===== config.mk =====
export PLATFORM = sky130hd
export DESIGN_NAME = wb_lsu_stage
export DESIGN_NICKNAME = d
export VERILOG_FILES = /design/src/rtl/riscv_defines.sv /design/src/rtl/lsu_data_align.sv /design/src/rtl/wb_lsu_stage.sv
export SDC_FILE = /design/constraint.sdc
export NUM_CORES = 1
export LEC_CHECK = 0
export ABC_CLOCK_PERIOD_IN_PS = 5900
export CAP_MARGIN = 20
export CORE_UTILIZATION = 45
export CTS_CLUSTER_SIZE = 10
export DETAILED_ROUTE_END_ITERATION = 6
export PLACE_DENSITY = 0.88
export SLEW_MARGIN = 10
export SYNTH_ARGS = -nofsm -noshare
export SYNTH_HDL_FRONTEND = slang
export SYNTH_SLANG_ARGS = --single-unit

===== constraint.sdc =====
create_clock -name clk_i -period 5.9 [get_ports clk_i]
set_input_delay 1.18 -clock clk_i [delete_from_list [all_inputs] [get_ports clk_i]]
set_output_delay 1.18 -clock clk_i [all_outputs]
set_load 0.05 [all_outputs]

===== src/rtl/riscv_defines.sv =====
// rtl/riscv_defines.sv - shared types and helpers for the writeback/load-store stage
package riscv_defines;

  typedef enum logic [1:0] {
    MEM_B = 2'd0,
    MEM_H = 2'd1,
    MEM_W = 2'd2,
    MEM_D = 2'd3
  } mem_size_e;

  typedef enum logic [1:0] {
    IDLE        = 2'd0,
    WAIT_GNT    = 2'd1,
    WAIT_RVALID = 2'd2
  } lsu_state_e;

  // A doubleword access on a 32-bit datapath degrades to a word access.
  function automatic mem_size_e clamp_size(input logic [1:0] size, input int word_width);
    if (size == 2'd3 && word_width == 32) return MEM_W;
    return mem_size_e'(size);
  endfunction

endpackage


===== src/rtl/lsu_data_align.sv =====
// rtl/lsu_data_align.sv - byte-enable generation, store lane replication, load extraction/extension
module lsu_data_align
  import riscv_defines::*;
#(
  parameter int WORD_WIDTH = 32,
  localparam int BE_WIDTH = WORD_WIDTH / 8,
  localparam int OFF_WIDTH = $clog2(BE_WIDTH)
) (
  input  mem_size_e             size_i,
  input  logic [OFF_WIDTH-1:0]  offset_i,
  input  logic                  sign_ext_i,
  input  logic [WORD_WIDTH-1:0] store_data_i,
  input  logic [WORD_WIDTH-1:0] rdata_i,
  output logic [BE_WIDTH-1:0]   be_o,
  output logic [WORD_WIDTH-1:0] wdata_o,
  output logic [WORD_WIDTH-1:0] load_data_o
);

  logic [WORD_WIDTH-1:0] shifted;
  int nbytes;
  int nbits;

  always_comb begin
    nbytes = 1 << size_i;
    nbits  = nbytes * 8;
    be_o    = '0;
    wdata_o = '0;
    for (int i = 0; i < BE_WIDTH; i++) begin
      if (i >= int'(offset_i) && i < int'(offset_i) + nbytes) be_o[i] = 1'b1;
      wdata_o[i*8 +: 8] = store_data_i[(i % nbytes)*8 +: 8];
    end
    // Bring the addressed lane down to bit 0, then mask and extend to the access size.
    shifted = rdata_i >> {offset_i, 3'b000};
    load_data_o = '0;
    for (int j = 0; j < WORD_WIDTH; j++) begin
      if (j < nbits) load_data_o[j] = shifted[j];
      else           load_data_o[j] = sign_ext_i & shifted[nbits-1];
    end
  end

endmodule


===== src/rtl/wb_lsu_stage.sv =====
// rtl/wb_lsu_stage.sv - writeback stage with load/store unit; WB_LSU_MISALIGN_TRAP_EN enables misalign trap
module wb_lsu_stage
  import riscv_defines::*;
#(
  parameter int WORD_WIDTH  = 32,
  parameter int ADDR_WIDTH  = 32,
  parameter int RADDR_WIDTH = 5,
  localparam int BE_WIDTH   = WORD_WIDTH / 8,
  localparam int OFF_WIDTH  = $clog2(BE_WIDTH)
) (
  input  logic                   clk_i,
  input  logic                   rst_i,
  input  logic                   ex_valid_i,
  output logic                   ex_ready_o,
  input  logic                   ex_mem_i,
  input  logic                   ex_we_i,
  input  logic [1:0]             ex_size_i,
  input  logic                   ex_sign_ext_i,
  input  logic [WORD_WIDTH-1:0]  ex_result_i,
  input  logic [WORD_WIDTH-1:0]  ex_store_data_i,
  input  logic [RADDR_WIDTH-1:0] ex_rd_addr_i,
  output logic                   wb_valid_o,
  output logic [RADDR_WIDTH-1:0] wb_rd_addr_o,
  output logic [WORD_WIDTH-1:0]  wb_data_o,
  output logic                   data_req_o,
  output logic [ADDR_WIDTH-1:0]  data_addr_o,
  output logic                   data_we_o,
  output logic [BE_WIDTH-1:0]    data_be_o,
  output logic [WORD_WIDTH-1:0]  data_wdata_o,
  input  logic [WORD_WIDTH-1:0]  data_rdata_i,
  input  logic                   data_rvalid_i,
  input  logic                   data_gnt_i,
  output logic                   misalign_o,
  output logic                   busy_o
);

  lsu_state_e             state_q;
  logic                   req_q;
  logic [ADDR_WIDTH-1:0]  addr_q;
  logic                   we_q;
  mem_size_e              size_q;
  logic [OFF_WIDTH-1:0]   off_q;
  logic                   sign_q;
  logic [WORD_WIDTH-1:0]  sdata_q;
  logic [RADDR_WIDTH-1:0] rd_q;
  logic                   wb_valid_q;
  logic [RADDR_WIDTH-1:0] wb_rd_q;
  logic [WORD_WIDTH-1:0]  wb_data_q;

  mem_size_e             eff_size;
  logic [OFF_WIDTH-1:0]  raw_off;
  logic [OFF_WIDTH-1:0]  size_mask;
  logic [ADDR_WIDTH-1:0] acc_addr;
  logic [BE_WIDTH-1:0]   be;
  logic [WORD_WIDTH-1:0] wdata;
  logic [WORD_WIDTH-1:0] load_data;
  logic                  accept;

  assign eff_size  = clamp_size(ex_size_i, WORD_WIDTH);
  assign acc_addr  = ADDR_WIDTH'(ex_result_i);
  assign raw_off   = acc_addr[OFF_WIDTH-1:0];
  assign size_mask = OFF_WIDTH'((32'd1 << eff_size) - 32'd1);
  assign accept    = ex_valid_i & ex_ready_o;

`ifdef WB_LSU_MISALIGN_TRAP_EN
  logic misalign_q;
  logic misaligned;
  assign misaligned = |(raw_off & size_mask);
  assign misalign_o = misalign_q;
`else
  assign misalign_o = 1'b0;
`endif

  lsu_data_align #(.WORD_WIDTH(WORD_WIDTH)) u_align (
    .size_i       (size_q),
    .offset_i     (off_q),
    .sign_ext_i   (sign_q),
    .store_data_i (sdata_q),
    .rdata_i      (data_rdata_i),
    .be_o         (be),
    .wdata_o      (wdata),
    .load_data_o  (load_data)
  );

  always_ff @(posedge clk_i) begin
    if (rst_i) begin
      state_q    <= IDLE;
      req_q      <= 1'b0;
      addr_q     <= '0;
      we_q       <= 1'b0;
      size_q     <= MEM_B;
      off_q      <= '0;
      sign_q     <= 1'b0;
      sdata_q    <= '0;
      rd_q       <= '0;
      wb_valid_q <= 1'b0;
      wb_rd_q    <= '0;
      wb_data_q  <= '0;
`ifdef WB_LSU_MISALIGN_TRAP_EN
      misalign_q <= 1'b0;
`endif
    end else begin
      wb_valid_q <= 1'b0;
`ifdef WB_LSU_MISALIGN_TRAP_EN
      misalign_q <= 1'b0;
`endif
      case (state_q)
        IDLE: begin
          if (accept && !ex_mem_i) begin
            if (ex_rd_addr_i != '0) begin
              wb_valid_q <= 1'b1;
              wb_rd_q    <= ex_rd_addr_i;
              wb_data_q  <= ex_result_i;
            end
          end else if (accept) begin
`ifdef WB_LSU_MISALIGN_TRAP_EN
            if (misaligned) begin
              misalign_q <= 1'b1;
            end else begin
`else
            begin
`endif
              state_q <= WAIT_GNT;
              req_q   <= 1'b1;
              addr_q  <= {acc_addr[ADDR_WIDTH-1:OFF_WIDTH], {OFF_WIDTH{1'b0}}};
              we_q    <= ex_we_i;
              size_q  <= eff_size;
              off_q   <= raw_off & ~size_mask;
              sign_q  <= ex_sign_ext_i;
              sdata_q <= ex_store_data_i;
              rd_q    <= ex_rd_addr_i;
            end
          end
        end
        WAIT_GNT: begin
          if (data_gnt_i) begin
            req_q   <= 1'b0;
            state_q <= WAIT_RVALID;
          end
        end
        WAIT_RVALID: begin
          if (data_rvalid_i) begin
            state_q <= IDLE;
            if (!we_q && rd_q != '0) begin
              wb_valid_q <= 1'b1;
              wb_rd_q    <= rd_q;
              wb_data_q  <= load_data;
            end
          end
        end
        default: state_q <= IDLE;
      endcase
    end
  end

  assign ex_ready_o   = (state_q == IDLE) & ~rst_i;
  assign busy_o       = (state_q != IDLE);
  assign wb_valid_o   = wb_valid_q;
  assign wb_rd_addr_o = wb_rd_q;
  assign wb_data_o    = wb_data_q;
  assign data_req_o   = req_q;
  assign data_addr_o  = addr_q;
  assign data_we_o    = we_q;
  assign data_be_o    = req_q ? be : '0;
  assign data_wdata_o = wdata;

endmodule


### Yosys cells after proc, flatten, opt, wreduce, memory -nomap -nowiden

Cells that the tools add are included.

| storage, ports and cells | value |
|---|---|
| logic and storage cells | 167 |
| memory bits (writable) | 0 |
| latch bits | 0 |
| output and inout port bits | 111 |
| memories kept | 0 |
| input port bits | 111 |
| flip-flop bits (word level) | 114 |
| memory bits (read-only) | 0 |

| cells by class | value |
|---|---|
| order comparisons | 40 |
| add/subtract/negate cells | 3 |
| equal/unequal tests | 10 |
| bitwise gates (word level) | 7 |
| muxes and demuxes | 67 |
| shift operators | 7 |
| multiply operators | 0 |
| reduce and logical (&&, ||, !) cells | 17 |
| divide/modulo/power cells | 4 |

Operators by type and width:

| kind | number |
|---|---|
| $lt A6 B32 Y1 const A | 16 |
| $lt A5 B32 Y1 const A | 8 |
| $lt A3 B32 Y1 const A | 4 |
| $lt A4 B32 Y1 const A | 4 |
| $mux W32 | 4 |
| $shiftx A32 B32 Y8 | 4 |
| $lt A1 B32 Y1 const A | 2 |
| $lt A2 B32 Y1 const A | 2 |
| $mod A3 B32 Y32 const A | 2 |
| $pmux W32 S2 | 1 |
| $mux W1 | 46 |
| $add A3 B32 Y32 | 1 |
| $lt A32 B7 Y1 const B | 1 |
| $mod A1 B32 Y32 const A | 1 |
| $mod A2 B32 Y32 const A | 1 |
| $shl A1 B2 Y32 const A | 1 |
| $shr A32 B5 Y32 | 1 |
| $sub A32 B2 Y32 const B | 1 |
| $mux W5 | 4 |
| $ne A2 B2 Y1 const B | 7 |
| $mux W2 | 6 |
| $pmux W5 S2 | 1 |
| $reduce_bool A5 Y1 | 2 |
| $reduce_and A4 Y1 | 2 |
| other kinds (20) | 33 |

### Logic depth before layout (Yosys ltp)

| logic depth | value |
|---|---|
| depth after elaboration | 10 |
| mapped depth | 14 |
| gate-level depth less buffers | 10 |

### By module

Synthesis repeated with hierarchy kept, for this count alone.

| unflattened totals | value |
|---|---|
| cell total of the unflattened synthesis | 933 |
| area, all modules | 7300.8 µm² |

Modules (own cells, without submodules):

| module | area an instance (µm²) | instances | cells an instance |
|---|---|---|---|
| wb_lsu_stage | 4762.1 | 1 | 594 |
| lsu_data_align | 2538.7 | 1 | 339 |

### Worst setup path after synthesis

Ideal clock, no wire load.

| path | value |
|---|---|
| path type | reg2out |
| start | register size_q[1] |
| end | output data_wdata_o[7] |
| buffers on the path | 4 |
| arrival | 4415 ps |
| setup slack | 305 ps |
| cell stages (with the launch flop) | 15 |
| path through | dfxtp_1 -> clkbuf_1 -> inv_1 -> ha_1 -> buf_2 -> inv_1 -> buf_1 -> ha_1 -> buf_2 -> or2_4 -> o211ai_2 -> a31oi_1 -> or4_4 -> a221o_1 -> a32oi_1 |

| on the way | value |
|---|---|
| longest elaborated chain between the ends | 3 |

Ends and longest elaborated chain:

| item | line | text |
|---|---|---|
| from (decl) | wb_lsu_stage.sv:41 | `mem_size_e size_q;` |
| from (signal assigned) | wb_lsu_stage.sv:127 | `size_q <= eff_size;` |
| $shl A1 B2 Y32 | lsu_data_align.sv:24 | `nbytes = 1 << size_i;` |
| $mod A1 B32 Y32 | lsu_data_align.sv:30 | `wdata_o[i*8 +: 8] = store_data_i[(i % nbytes)*8 +: 8];` |
| $shiftx A32 B32 Y8 | lsu_data_align.sv:30 |  |
| to (decl) | wb_lsu_stage.sv:29 | `output logic [WORD_WIDTH-1:0] data_wdata_o,` |

No other way between the ends.

### Worst setup path in the final report

| path | value |
|---|---|
| start | register size_q[1] |
| end | output data_wdata_o[6] |

Same word-level chain as after synthesis.

==> impl_results.md <==
- DPL Wire Length: 15800 um
- ANT nets after route: 0
- Worst Path Class, Setup: register to primary output
- Crit path launch type: register
- Yosys warns: 0
- CTS clock-pin slew for the worst setup and hold paths: 0.06 ns
- Setup TNS: 0 ns
- Post-route design area: 9230 um^2
- Post-synth EDFFs: 0
- Synth Register Bits: 114
- Min Tclk post-route: 5.49 ns
- Ys flop type: dfxtp_1
- MaxCap Viol Count: 0
- CTS Buffer Depth: 2
- Total number of vias: 6957
- Number of setup buffers added after CTS: 0
- GP Congestion: 0.989
- Remaining Overflow, GRT: 0
- Setup Viol. Count Final: 0
- Critical path arrival: 4.31 ns
- Die Ht: 120 um
- Mapped Area: 6290 um^2
- Outcome: finished with violations
- Period utilisation layout: 0.931
- Total power: 2.53 mW
- Quantity of I/O buffers inserted on ports: 218
- Worst setup EP type: primary output
- Top cells by area, synth: dfxtp_1 (36%), nand2_1 (11%), a21oi_1 (8.0%), mux4_2 (6.1%), nor2_1 (3.4%)
- Final net count: 1112
- Mean Syn Cell Area: 7.93 um^2
- Count leader, synth: nand2_1
- Worst skew pair latency: 0.42 ns
- CTS tree: done
- Worst hold path type: register to register
- Critical Path RT: 4.72 ns
- Slew HR: 0.406
- Post-placement cell count: 1141
- Initial cell density of the core: 0.468
- Commonest cells post-synth: nand2_1 (181), dfxtp_1 (114), a21oi_1 (100)
- Row Count: 42
- Worst r2r path cells: 11
- Largest net degree at the start of global routing: 74
- Area of the die: 14500 um^2
- TritonCTS Buffers: 17
- Hold Crit Depth: 2
- First-pass GRT wire length: 35200 um
- VDD IR max: 0.199 mV
- Post-Route WL: 22800 um
- Hold Vio Cnt, Final: 0
- Unrepaired setup endpoints after global routing: false
- Area leader, netlist: dfxtp_1
- Final WS setup: 0.407 ns
- Final Slew Violations: 0
- DP Area: 8580 um^2
- CORE AREA: 13500 um^2
- Sequential cell area: 2280 um^2
- Top-area cell type share of the netlist area: 0.363
- # IOs: 222
- Synthesized instance count: 793
- Post-synth ARST share: 0
- WHS: 0.455 ns
- Initial antenna violation count: 0
- WL per Instance: 19.5 um
- First DRT Iteration DRCs: 578
- Violated checks: DRC
- GRT Overall Usage: 0.316
- Leak: 3.29 nW
- Synth unique cells: 55
- Vias in the first global route: 6552
- Routed vias/inst: 5.93
- FMAX: 182 MHz
- Multi-input gate area: 3690 um^2
- Die width: 120 um
- 1st-pass router iterations: 7
- Area Growth Syn to Fin: 46.7%
- Clock skew: 0.00730 ns
- Diode count: 0
- Post-synthesis sequential area ratio: 0.363
- CTS Sinks: 114
- Fillers: 1098
- Worst-path fanout max: 18
- Share of cells above drive strength 1: 0.113
- Pwr Density: 274 nW/um^2
- Root buffer cell: clkbuf_16
- Core Util, Final: 0.686
- Final non-filler cell total: 1174
- Htree depth: 4
- Worst Max-Slew Pin Slew: 0.878 ns
- Worst slack, placed: 0.731 ns
- # DRC: 11
-- worst max-delay path, stage by stage (launching register included) --
cell and delay [ns]:
dfxtp_1 0.30, buf_4 0.23, inv_1 0.13, ha_1 0.21, inv_1 0.46, ha_1 0.35, buf_4 0.21, or2_4 0.28
o211ai_2 0.08, a31oi_1 0.06, or4_4 0.51, a221o_1 0.49, a32oi_1 0.38, buf_12 0.19
-- layout make-up --
type / count / share of cell area
multi-input combinational: 598 / 0.399
timing repair buffer: 231 / 0.252
sequential: 114 / 0.247
clock buffer: 17 / 0.0461
tap: 176 / 0.0239
clock inverter: 15 / 0.0220
inverter: 23 / 0.00935
-- report_power, final --
part           internal [mW]  switching, mW
clock                  0.709          0.398
sequential             0.801         0.0255
combinational          0.247          0.352
total                   1.76          0.776
-- cells in the final DEF, fill, tap and decap left out, types with 15 or more instances in the layout --
cell type | synthesis | routed
a211oi_1 | 22 | 22
a21oi_1 | 100 | 100
a221oi_1 | 15 | 15
buf_4 | 5 | 28
clkbuf_16 | 0 | 17
clkdlybuf4s50_1 | 0 | 194
dfxtp_1 | 114 | 114
ha_1 | 15 | 15
inv_1 | 23 | 23
mux2_2 | 16 | 16
mux2i_1 | 17 | 17
mux4_2 | 17 | 17
nand2_1 | 181 | 181
nor2_1 | 57 | 57
nor2b_1 | 26 | 26
nor3_1 | 28 | 27
o21ai_0 | 21 | 21
-- cell families (layout without fill, tap and decap cells) --
logic type | count (synthesis) | count (layout) | synth area share
compound gates | 207 | 207 | 0.209
fa+ha+maj | 16 | 16 | 0.0330
buf+inv | 83 | 286 | 0.0547
flops | 114 | 114 | 0.363
mux | 51 | 51 | 0.119
other cells | 1 | 3 | 0.000596
simple gates | 321 | 321 | 0.221
-- layer usage --
metal  vias to the layer above  wire [um]  track usage
li1                       3191          -            -
met3                        78       1860       0.0755
met2                       404      10500        0.489
met4                         0       1020        0.152
met1                      3284       9430        0.415
met5                         -          0            0
-- what timing repair did --
action	CTS	global route
hold buffers	0	0
resized for setup	0	1
setup endpoints to repair	0	3
-- path summary, 6_finish.rpt --
| check | to | from | slack [ns] |
|---|---|---|---|
| worst min register to register | data_addr_o[9]$_SDFFE_PP0P_ | data_addr_o[9]$_SDFFE_PP0P_ | 0.45 |
| worst max register to register | wb_data_o[20]$_SDFFE_PP0P_ | size_q[1]$_SDFFE_PP0P_ | 2.31 |
| worst min-delay path | data_addr_o[9]$_SDFFE_PP0P_ | data_addr_o[9]$_SDFFE_PP0P_ | 0.45 |
| worst max-delay path | data_wdata_o[6] | size_q[1]$_SDFFE_PP0P_ | 0.41 |
-- registers in the layout (all words and copies together), names as in the netlist, 2 cells and up --
name and flops:
sdata_q 32, wb_data_o 32, data_addr_o 30, rd_q 5, wb_rd_addr_o 5, off_q 2
size_q 2, state_q 2
Note: power is estimated with default switching activity, not from simulation.
